<file path="src/rtl/multicycle_controller.sv">
`default_nettype none
// ============================================================================
// Module      : multicycle_controller
// Description : Control FSM for a multicycle MIPS-style datapath. It drives
//               datapath selects and enables from the current state.
// Revision    : 1.0 - initial release
// ============================================================================
module multicycle_controller (
    input  logic       clk,
    input  logic       reset,
    input  logic [5:0] op,
    input  logic [5:0] funct,
    input  logic       zero,
    output logic       iord,
    output logic       memwrite,
    output logic       irwrite,
    output logic       regdst,
    output logic       memtoreg,
    output logic       regwrite,
    output logic       alusrca,
    output logic [1:0] alusrcb,
    output logic [1:0] pcsrc,
    output logic       pcen,
    output logic [2:0] alucontrol,
    output logic       imm_ext,
    output logic       instr_done,
    output logic [3:0] state
);

    typedef enum logic [3:0] {
        FETCH   = 4'd0,
        DECODE  = 4'd1,
        MEMADR  = 4'd2,
        MEMRD   = 4'd3,
        MEMWB   = 4'd4,
        MEMWR   = 4'd5,
        RTYPEEX = 4'd6,
        RTYPEWB = 4'd7,
        BEQEX   = 4'd8,
        ADDIEX  = 4'd9,
        IMMWB   = 4'd10,
        JEX     = 4'd11,
        BNEEX   = 4'd12,
        ANDIEX  = 4'd13,
        ORIEX   = 4'd14
    } state_t;

    localparam logic [5:0] c_OP_RTYPE = 6'b000000;
    localparam logic [5:0] c_OP_LW    = 6'b100011;
    localparam logic [5:0] c_OP_SW    = 6'b101011;
    localparam logic [5:0] c_OP_BEQ   = 6'b000100;
    localparam logic [5:0] c_OP_BNE   = 6'b000101;
    localparam logic [5:0] c_OP_ADDI  = 6'b001000;
    localparam logic [5:0] c_OP_ANDI  = 6'b001100;
    localparam logic [5:0] c_OP_ORI   = 6'b001101;
    localparam logic [5:0] c_OP_J     = 6'b000010;

    localparam logic [2:0] c_ALU_ADD = 3'b010;
    localparam logic [2:0] c_ALU_SUB = 3'b110;
    localparam logic [2:0] c_ALU_AND = 3'b000;
    localparam logic [2:0] c_ALU_OR  = 3'b001;
    localparam logic [2:0] c_ALU_SLT = 3'b111;

    // Kept as a plain vector so the unused code 15 is representable.
    logic [3:0] state_q;
    logic [3:0] state_d;

    always_comb begin : next_state
        state_d = FETCH;
        case (state_q)
            FETCH:   state_d = DECODE;
            DECODE: begin
                case (op)
                    c_OP_LW, c_OP_SW: state_d = MEMADR;
                    c_OP_RTYPE:       state_d = RTYPEEX;
                    c_OP_BEQ:         state_d = BEQEX;
                    c_OP_BNE:         state_d = BNEEX;
                    c_OP_ADDI:        state_d = ADDIEX;
                    c_OP_ANDI:        state_d = ANDIEX;
                    c_OP_ORI:         state_d = ORIEX;
                    c_OP_J:           state_d = JEX;
                    default:          state_d = FETCH;
                endcase
            end
            MEMADR:  state_d = (op == c_OP_LW) ? MEMRD : MEMWR;
            MEMRD:   state_d = MEMWB;
            RTYPEEX: state_d = RTYPEWB;
            ADDIEX,
            ANDIEX,
            ORIEX:   state_d = IMMWB;
            default: state_d = FETCH;
        endcase
    end

    always_ff @(posedge clk) begin : state_reg
        if (reset) begin
            state_q <= FETCH;
        end else begin
            state_q <= state_d;
        end
    end

    always_comb begin : decode_outputs
        iord       = 1'b0;
        memwrite   = 1'b0;
        irwrite    = 1'b0;
        regdst     = 1'b0;
        memtoreg   = 1'b0;
        regwrite   = 1'b0;
        alusrca    = 1'b0;
        alusrcb    = 2'b00;
        pcsrc      = 2'b00;
        pcen       = 1'b0;
        alucontrol = c_ALU_ADD;
        imm_ext    = 1'b0;
        instr_done = 1'b0;
        case (state_q)
            FETCH: begin
                alusrcb = 2'b01;
                irwrite = 1'b1;
                pcen    = 1'b1;
            end
            DECODE: begin
                alusrcb = 2'b11;
                // Undefined opcodes retire here without touching any state.
                case (op)
                    c_OP_LW, c_OP_SW, c_OP_RTYPE, c_OP_BEQ, c_OP_BNE,
                    c_OP_ADDI, c_OP_ANDI, c_OP_ORI, c_OP_J: instr_done = 1'b0;
                    default:                                 instr_done = 1'b1;
                endcase
            end
            MEMADR: begin
                alusrca = 1'b1;
                alusrcb = 2'b10;
            end
            MEMRD: iord = 1'b1;
            MEMWB: begin
                memtoreg   = 1'b1;
                regwrite   = 1'b1;
                instr_done = 1'b1;
            end
            MEMWR: begin
                iord       = 1'b1;
                memwrite   = 1'b1;
                instr_done = 1'b1;
            end
            RTYPEEX: begin
                alusrca = 1'b1;
                case (funct)
                    6'b100010: alucontrol = c_ALU_SUB;
                    6'b100100: alucontrol = c_ALU_AND;
                    6'b100101: alucontrol = c_ALU_OR;
                    6'b101010: alucontrol = c_ALU_SLT;
                    default:   alucontrol = c_ALU_ADD;
                endcase
            end
            RTYPEWB: begin
                regdst     = 1'b1;
                regwrite   = 1'b1;
                instr_done = 1'b1;
            end
            BEQEX, BNEEX: begin
                alusrca    = 1'b1;
                alucontrol = c_ALU_SUB;
                pcsrc      = 2'b01;
                instr_done = 1'b1;
                pcen       = (state_q == BEQEX) ? zero : ~zero;
            end
            ADDIEX: begin
                alusrca = 1'b1;
                alusrcb = 2'b10;
            end
            ANDIEX: begin
                alusrca    = 1'b1;
                alusrcb    = 2'b10;
                alucontrol = c_ALU_AND;
                imm_ext    = 1'b1;
            end
            ORIEX: begin
                alusrca    = 1'b1;
                alusrcb    = 2'b10;
                alucontrol = c_ALU_OR;
                imm_ext    = 1'b1;
            end
            IMMWB: begin
                regwrite   = 1'b1;
                instr_done = 1'b1;
            end
            JEX: begin
                pcsrc      = 2'b10;
                pcen       = 1'b1;
                instr_done = 1'b1;
            end
            default: begin
                alucontrol = c_ALU_ADD;
            end
        endcase
    end

    assign state = state_q;

endmodule
`default_nettype wire

</file>
<file path="config.mk">
export PLATFORM = sky130hd
export DESIGN_NAME = multicycle_controller
export DESIGN_NICKNAME = d
export VERILOG_FILES = /design/src/rtl/multicycle_controller.sv
export SDC_FILE = /design/constraint.sdc
export NUM_CORES = 1
export LEC_CHECK = 0
export ABC_AREA = 1
export CORE_AREA = 2 2 42 44
export DETAILED_ROUTE_END_ITERATION = 6
export DIE_AREA = 0 0 44 46
export HOLD_SLACK_MARGIN = 0.08
export PLACE_DENSITY = 0.89
export SLEW_MARGIN = 20
export SYNTH_ARGS = -nofsm -noshare
export SYNTH_HDL_FRONTEND = slang
export SYNTH_SLANG_ARGS = --single-unit
</file>
<file path="constraint.sdc">
create_clock -name clk -period 4.3 [get_ports clk]
set_clock_uncertainty 0.1 [all_clocks]
set_input_delay 1.075 -clock clk [delete_from_list [all_inputs] [get_ports clk]]
set_output_delay 1.075 -clock clk [all_outputs]
set_load 0.05 [all_outputs]
</file>
==> metrics.md, run 1 <==
| Metric | Value |
|---|---|
| Status | complete, no violations |
| WL per Instance | roughly 11 um |
| CP most frequent cell | clkdlybuf4s50_1 |
| Category of the most critical setup path | in -> out |
| Via count of the first global-routing pass | about 800 |
| Synthesis-to-finish area growth | 67.76% |
| Reg clk slew, reported paths | 0.03 ns |
| Count of buffering cells on the critical path with inverters included | 3 |
| Avg Cell Area, Syn | roughly 5.0 sq um |
| Number of max-slew violations in the final report | 0 |
| Non-Filler Cell Area, Final | roughly 960 sq um |
| Met3 Track Usage GR | 0.03968 |
| Setup repair after global routing missed its margin | no |
| Post-synth design cell area | roughly 570 sq um |
| Least-Margin Pin Slew | 0.5014 ns |
| Remaining DRCs | 0 |
| Post-layout minimum cycle time | around 3.9 ns |
| Core Footprint | between 1500 and 2000 sq um |
| Max Cap Viol | 0 |
| Cell family with most CP delay | buffers and inverters |
| Area contributors post-synth | nand2_1, dfxtp_1, nor2_1 |
| Average vias per placed instance | approximately 5.2 |
| Remaining antenna violation count | 0 |
| Setup repair bufs after CTS | 0 |
| Power Density | 178.7 nW/um^2 |
| Gate count after technology mapping | around 110 |
| Total routing resource utilization after global routing | 0.2085 |
| Final wirelength | ~1900 um |
| Largest incremental delay on the critical path | about 0.84 ns |
| Hold Crit Class | reg -> reg |
| Kind of end point of the critical path | output pin |
| Clk Tree Root Cell | clkbuf_4 |
| Cts hold-fix bufs | 0 |
| Clock latency at the later pin of the worst-skew pair | approximately 0.23 ns |
| Vias | just under 900 |
| Net count after synthesis | ~130 |
| Leading cell types in the layout, fill and taps excluded | clkdlybuf4s50_1, nand2_1, nor2_1, inv_1 |
| Count of cell types in the netlist | 18 |
| CTS tree | yes |
| Total clock buffers created by CTS | 3 |
| Crit share post-route | 0.9004 |
| Number of DRC violations after detailed-routing iteration 0 | 35 |
| Overall die height | between 40 and 50 um |
| Endpoints failing setup | 0 |
| Effective utilization at floorplan | 0.3535 |
| First-pass GRT wire length | 3249 um |
| Clock tree sinks | 4 |
| Critical Path AT | 2.70 ns |
| Nets | 168 |
| Number of synthesis warnings | 0 |
| Post-synthesis sequential element count | 4 |
| Ports | 36 |
| Slew margin rel. | 0.6647 |
| Rows | 15 |
| Depth of the CTS H-tree | 1 |
| Maximum clock path buffer count | 2 |
| Drt pass-1 iters | 4 |
| Antenna violations before repair | 0 |
| Full die area | 2024 sq um |
| Share of the synthesized area in the top cell type | 0.1842 |
| Met2 Use GR | 0.3853 |
| I/O Buffers | 35 |
| Commonest non-fill, non-tap cell in the layout | clkdlybuf4s50_1 |
| Number of flip-flops under the largest register name | 4 |
| Summed negative setup slack over all endpoints | 0 ns |
| Largest net degree at the start of global routing | 9 |
| Overflow after GRT | 0 |
| IR Drop Worst-Case VDD | 0.0001247 V |
| Global-route track usage on met1 | 0.2441 |
| Endpoints failing hold | 0 |
| Setup crit start kind | input port |
| Worst Path Max Fanout | 2 |
| Cell type with the highest aggregate area in the netlist | nand2_1 |
| Required @ worst endpoint | ~3.1 ns |
| Part of the Yosys area used for sequential elements | 0.1404 |
| Die span in x | approximately 44 um |
| DP Area | about 930 sq um |
| Highest achievable clock rate | 0.2583 GHz |
| Min Hold Slack | 0.5140 ns |
| Fillcell total | about 160 |
| Top Usage Layer GRT | met2 |
| Final HPWL DP | 1627 um |
| Placer congestion estimate | approximately 0.90 |
| Fraction of final layout cells sized beyond drive strength 1 | 0.1258 |
| Resized Gates After CTS | 0 |
| Leakage power summed over all cells | roughly 0.46 nW |
| Chain of cells forming the critical path | clkdlybuf4s50_1 > nand2_1 > inv_1 > o31ai_1 > clkdlybuf4s50_1 |
| Diodes inserted | 0 |
| Cell with the biggest individual delay on the critical path | clkdlybuf4s50_1 |
## tightest hold or removal path, stage by stage, from the launching register on
cell and delay [ns]:
dfxtp_1 0.37, nand2_1 0.12, a21oi_1 0.07
## kinds of logic after synthesis
group / share of synthesized area
AO/OA/AOI/OAI: 0.1930
buffers and inverters: 0.1447
flip-flops: 0.1404
AND/OR/NAND/NOR: 0.5219
## metal layers
metal	wire [um]	part of all wire	vias up
met5	0	0	-
met4	25	0.013	0
met3	117	0.063	2
met2	970	0.52	40
met1	751	0.40	386
li1	-	-	444
## metrics by stage
step / setup WS [ns] / utilization / power, mW / std cells
global route: 0.3472 / 0.5930 / 0.1806 / 168
CTS: 0.4139 / 0.5930 / 0.1720 / 168
detailed placement: 0.4165 / 0.5791 / 0.1265 / 165
global placement: 0.4867 / 0.5791 / 0.1243 / 165
finish: 0.4285 / 0.5930 / 0.1710 / 168
floorplan: 0.7457 / - / 0.09182 / 113
## synthesized netlist by cell type, drive strengths merged
cell    number
nor3         1
inv         22
o21ai        4
a211oi       1
nand3       11
nand2       30
nor2        24
o31ai        1
a31oi        1
nor4         1
a21oi       11
nand4        1
dfxtp        4
a221oi       1
## path summary, 6_finish.rpt
kind,from,end,slack (ns),cells after the start
worst max register to register,state[0]$_SDFF_PP0_,state[1]$_SDFF_PP0_,2.91,4
worst max-delay path,zero,pcen,0.43,5
worst min-delay path,state[3]$_SDFF_PP0_,state[3]$_SDFF_PP0_,0.51,2
worst min register to register,state[3]$_SDFF_PP0_,state[3]$_SDFF_PP0_,0.51,2
## report_power, final
group          switching, mW  internal [mW]  total, mW
clock                 0.0136         0.0311     0.0447
combinational         0.0523         0.0317     0.0840
sequential           0.00361         0.0387     0.0423
total                 0.0695          0.102      0.171
## cell type report
class | count | area, sq um | area share
sequential | 4 | 80.08 | 0.08366
timing repair buffer | 35 | 342.8 | 0.3582
inverter | 22 | 82.58 | 0.08627
tap | 17 | 21.27 | 0.02222
clock buffer | 3 | 22.52 | 0.02353
multi-input combinational | 87 | 407.9 | 0.4261
Note: power is estimated with default switching activity, not from simulation.
==> run 2: changes to the inputs <==
- CORE_AREA: 2 2 42 44 -> 2 2 52 54
- DIE_AREA: 0 0 44 46 -> 0 0 54 56
- PLACE_DENSITY: 0.89 -> 0.64
- SLEW_MARGIN: 20 -> 5
==> run 2 against run 1 <==
Maximum frequency up 1.0%. Non-clock buffer count unchanged. Design area up 1.7%. Combinational power decreased by 2%. Hold slack improved by 0.010 ns. Utilization decreased by 19 points. Sequential share of layout area decreased by 0.14 points. Global-route usage is 8.0 points lower. Cell count increased by 7.7%. Largest power group unchanged.
==> metrics.md, run 2 (synthesized netlist as in run 1, its figures left out) <==
| Metric | Value |
|---|---|
| Status | complete, no violations |
| Clock latency at the later pin of the worst-skew pair | 0.23 ns (about the same) |
| Leading cell types in the layout, fill and taps excluded | clkdlybuf4s50_1, nand2_1, nor2_1, inv_1 |
| Die span in x | 54 um (+23%) |
| Setup repair bufs after CTS | 0 (unchanged) |
| Leakage power summed over all cells | 0.4562 nW (unchanged) |
| Ports | 36 (unchanged) |
| Post-layout minimum cycle time | 3.831 ns (-0.04018 ns) |
| Vias | 804 (-7.8%) |
| First-pass GRT wire length | 3015 um (-7.2%) |
| Core Footprint | 2432 sq um (+51%) |
| Nets | 168 (unchanged) |
| Number of flip-flops under the largest register name | 4 (unchanged) |
| Required @ worst endpoint | 3.12 ns (about the same) |
| Endpoints failing setup | 0 (unchanged) |
| Effective utilization at floorplan | 0.2346 (-0.1189) |
| Kind of end point of the critical path | output pin |
| DP Area | 950.9 sq um (+1.7%) |
| Worst Path Max Fanout | 2 (unchanged) |
| Crit share post-route | 0.8910 (-0.009343) |
| I/O Buffers | 35 (unchanged) |
| Full die area | 3024 sq um (+49%) |
| IR Drop Worst-Case VDD | 0.00008327 V (-33%) |
| Largest net degree at the start of global routing | 9 (unchanged) |
| Worst setup timing slack at the placement stage | 0.4569 ns (+0.04043 ns) |
| Total routing resource utilization after global routing | 0.1282 (-0.08031) |
| Worst setup slack after layout | 0.4687 ns (+0.04018 ns) |
| Overall die height | 56 um (+22%) |
| Setup crit start kind | input port |
| Power Density | 175.0 nW/um^2 (-2.1%) |
| Average vias per placed instance | 4.442 (-14%) |
| Fraction of final layout cells sized beyond drive strength 1 | 0.1258 (unchanged) |
| Storage element area | 80.08 sq um (unchanged) |
| Placer congestion estimate | 0.7621 (-15%) |
| Endpoints failing hold | 0 (unchanged) |
| Diodes inserted | 0 (unchanged) |
| Drt pass-1 iters | 4 (unchanged) |
| Antenna violations before repair | 0 (unchanged) |
| Remaining antenna violation count | 0 (unchanged) |
| Rows | 18 (+3) |
| Non-Filler Cell Area, Final | 973.4 sq um (+1.7%) |
| Remaining DRCs | 0 (unchanged) |
| Summed negative setup slack over all endpoints | 0 ns (unchanged) |
| Fillcell total | 271 (+70%) |
| Hold Crit Class | reg -> reg |
| Least-Margin Pin Slew | 0.5105 ns (+0.009034 ns) |
| Multi-input gate area | 407.9 sq um (unchanged) |
| Synthesis-to-finish area growth | 70.61% |
| Clk Tree Root Cell | clkbuf_4 |
| Final HPWL DP | 1453 um (-11%) |
| WL per Instance | 9.503 um (-14%) |
| Clock tree sinks | 4 (unchanged) |
| Number of DRC violations after detailed-routing iteration 0 | 17 (-51%) |
| Final wirelength | 1720 um (-7.7%) |
| Via count of the first global-routing pass | 731 (-8.2%) |
| Setup repair after global routing missed its margin | no |
| Category of the most critical setup path | in -> out |
| Maximum clock path buffer count | 2 (unchanged) |
| Max Cap Viol | 0 (unchanged) |
| Commonest non-fill, non-tap cell in the layout | clkdlybuf4s50_1 |
| Reg clk slew, reported paths | 0.04 ns (about the same) |
| Resized Gates After CTS | 0 (unchanged) |
| Cts hold-fix bufs | 0 (unchanged) |
| Slew margin rel. | 0.6586 (-0.006041) |
| Highest achievable clock rate | 0.2610 GHz (+1.0%) |
| Critical Path AT | 2.66 ns (-0.04 ns) |
| Number of max-slew violations in the final report | 0 (unchanged) |
| Total clock buffers created by CTS | 3 (unchanged) |
| Overflow after GRT | 0 (unchanged) |
| CTS tree | yes |
| Depth of the CTS H-tree | 1 (unchanged) |
-- run 2: cell counts in the layout (fill, tap and decap cells not counted) --
Identical to the previous run, type by type.
-- run 2: path summary, 6_finish.rpt --
kind                             from                   to  slack [ns]  cells after the start
setup / recovery                 zero                 pcen        0.47                      4
hold / removal    state[3]$_SDFF_PP0_  state[3]$_SDFF_PP0_        0.52                      2
setup reg to reg  state[1]$_SDFF_PP0_  state[1]$_SDFF_PP0_        2.93                      8
hold reg to reg   state[3]$_SDFF_PP0_  state[3]$_SDFF_PP0_        0.52                      2
-- run 2: cell type report --
class                   count  share of cell area
clock buffers               3             0.02314
inverters                  22             0.08483
multi-input cells          87              0.4190
flip-flops and latches      4             0.08226
well taps                  30             0.03856
repair buffers             35              0.3522
-- run 2: report_power, final --
part | switching [mW] | internal (mW) | total [mW]
Combinational | 0.0508 | 0.0317 | 0.0825
Clock | 0.0145 | 0.0312 | 0.0457
Sequential | 0.00346 | 0.0387 | 0.0422
Total | 0.0688 | 0.102 | 0.170
-- run 2: critical path: stages --
cell             delay [ns]
clkdlybuf4s50_1        0.47
nor2_1                 0.04
o31ai_1                0.22
clkdlybuf4s50_1        0.84
-- run 2: metrics by stage --
step           std cells  hold slack [ns]  total power [mW]    util
2_1_floorplan        113           0.6789           0.09182       -
3_3_place_gp         178           0.5063            0.1247  0.3909
3_5_place_dp         178           0.5194            0.1253  0.3909
4_1_cts              181           0.5271            0.1732  0.4002
5_1_grt              181           0.5774            0.1844  0.4002
6_report             181           0.5242            0.1704  0.4002
-- run 2: per-layer routing --
layer | GRT usage | up-vias | share of wire
met5 | 0 | - | 0
met4 | 0.04286 | 0 | 0
met3 | 0.03226 | 0 | 0.053
met2 | 0.2038 | 21 | 0.51
met1 | 0.1643 | 343 | 0.44
li1 | - | 440 | -
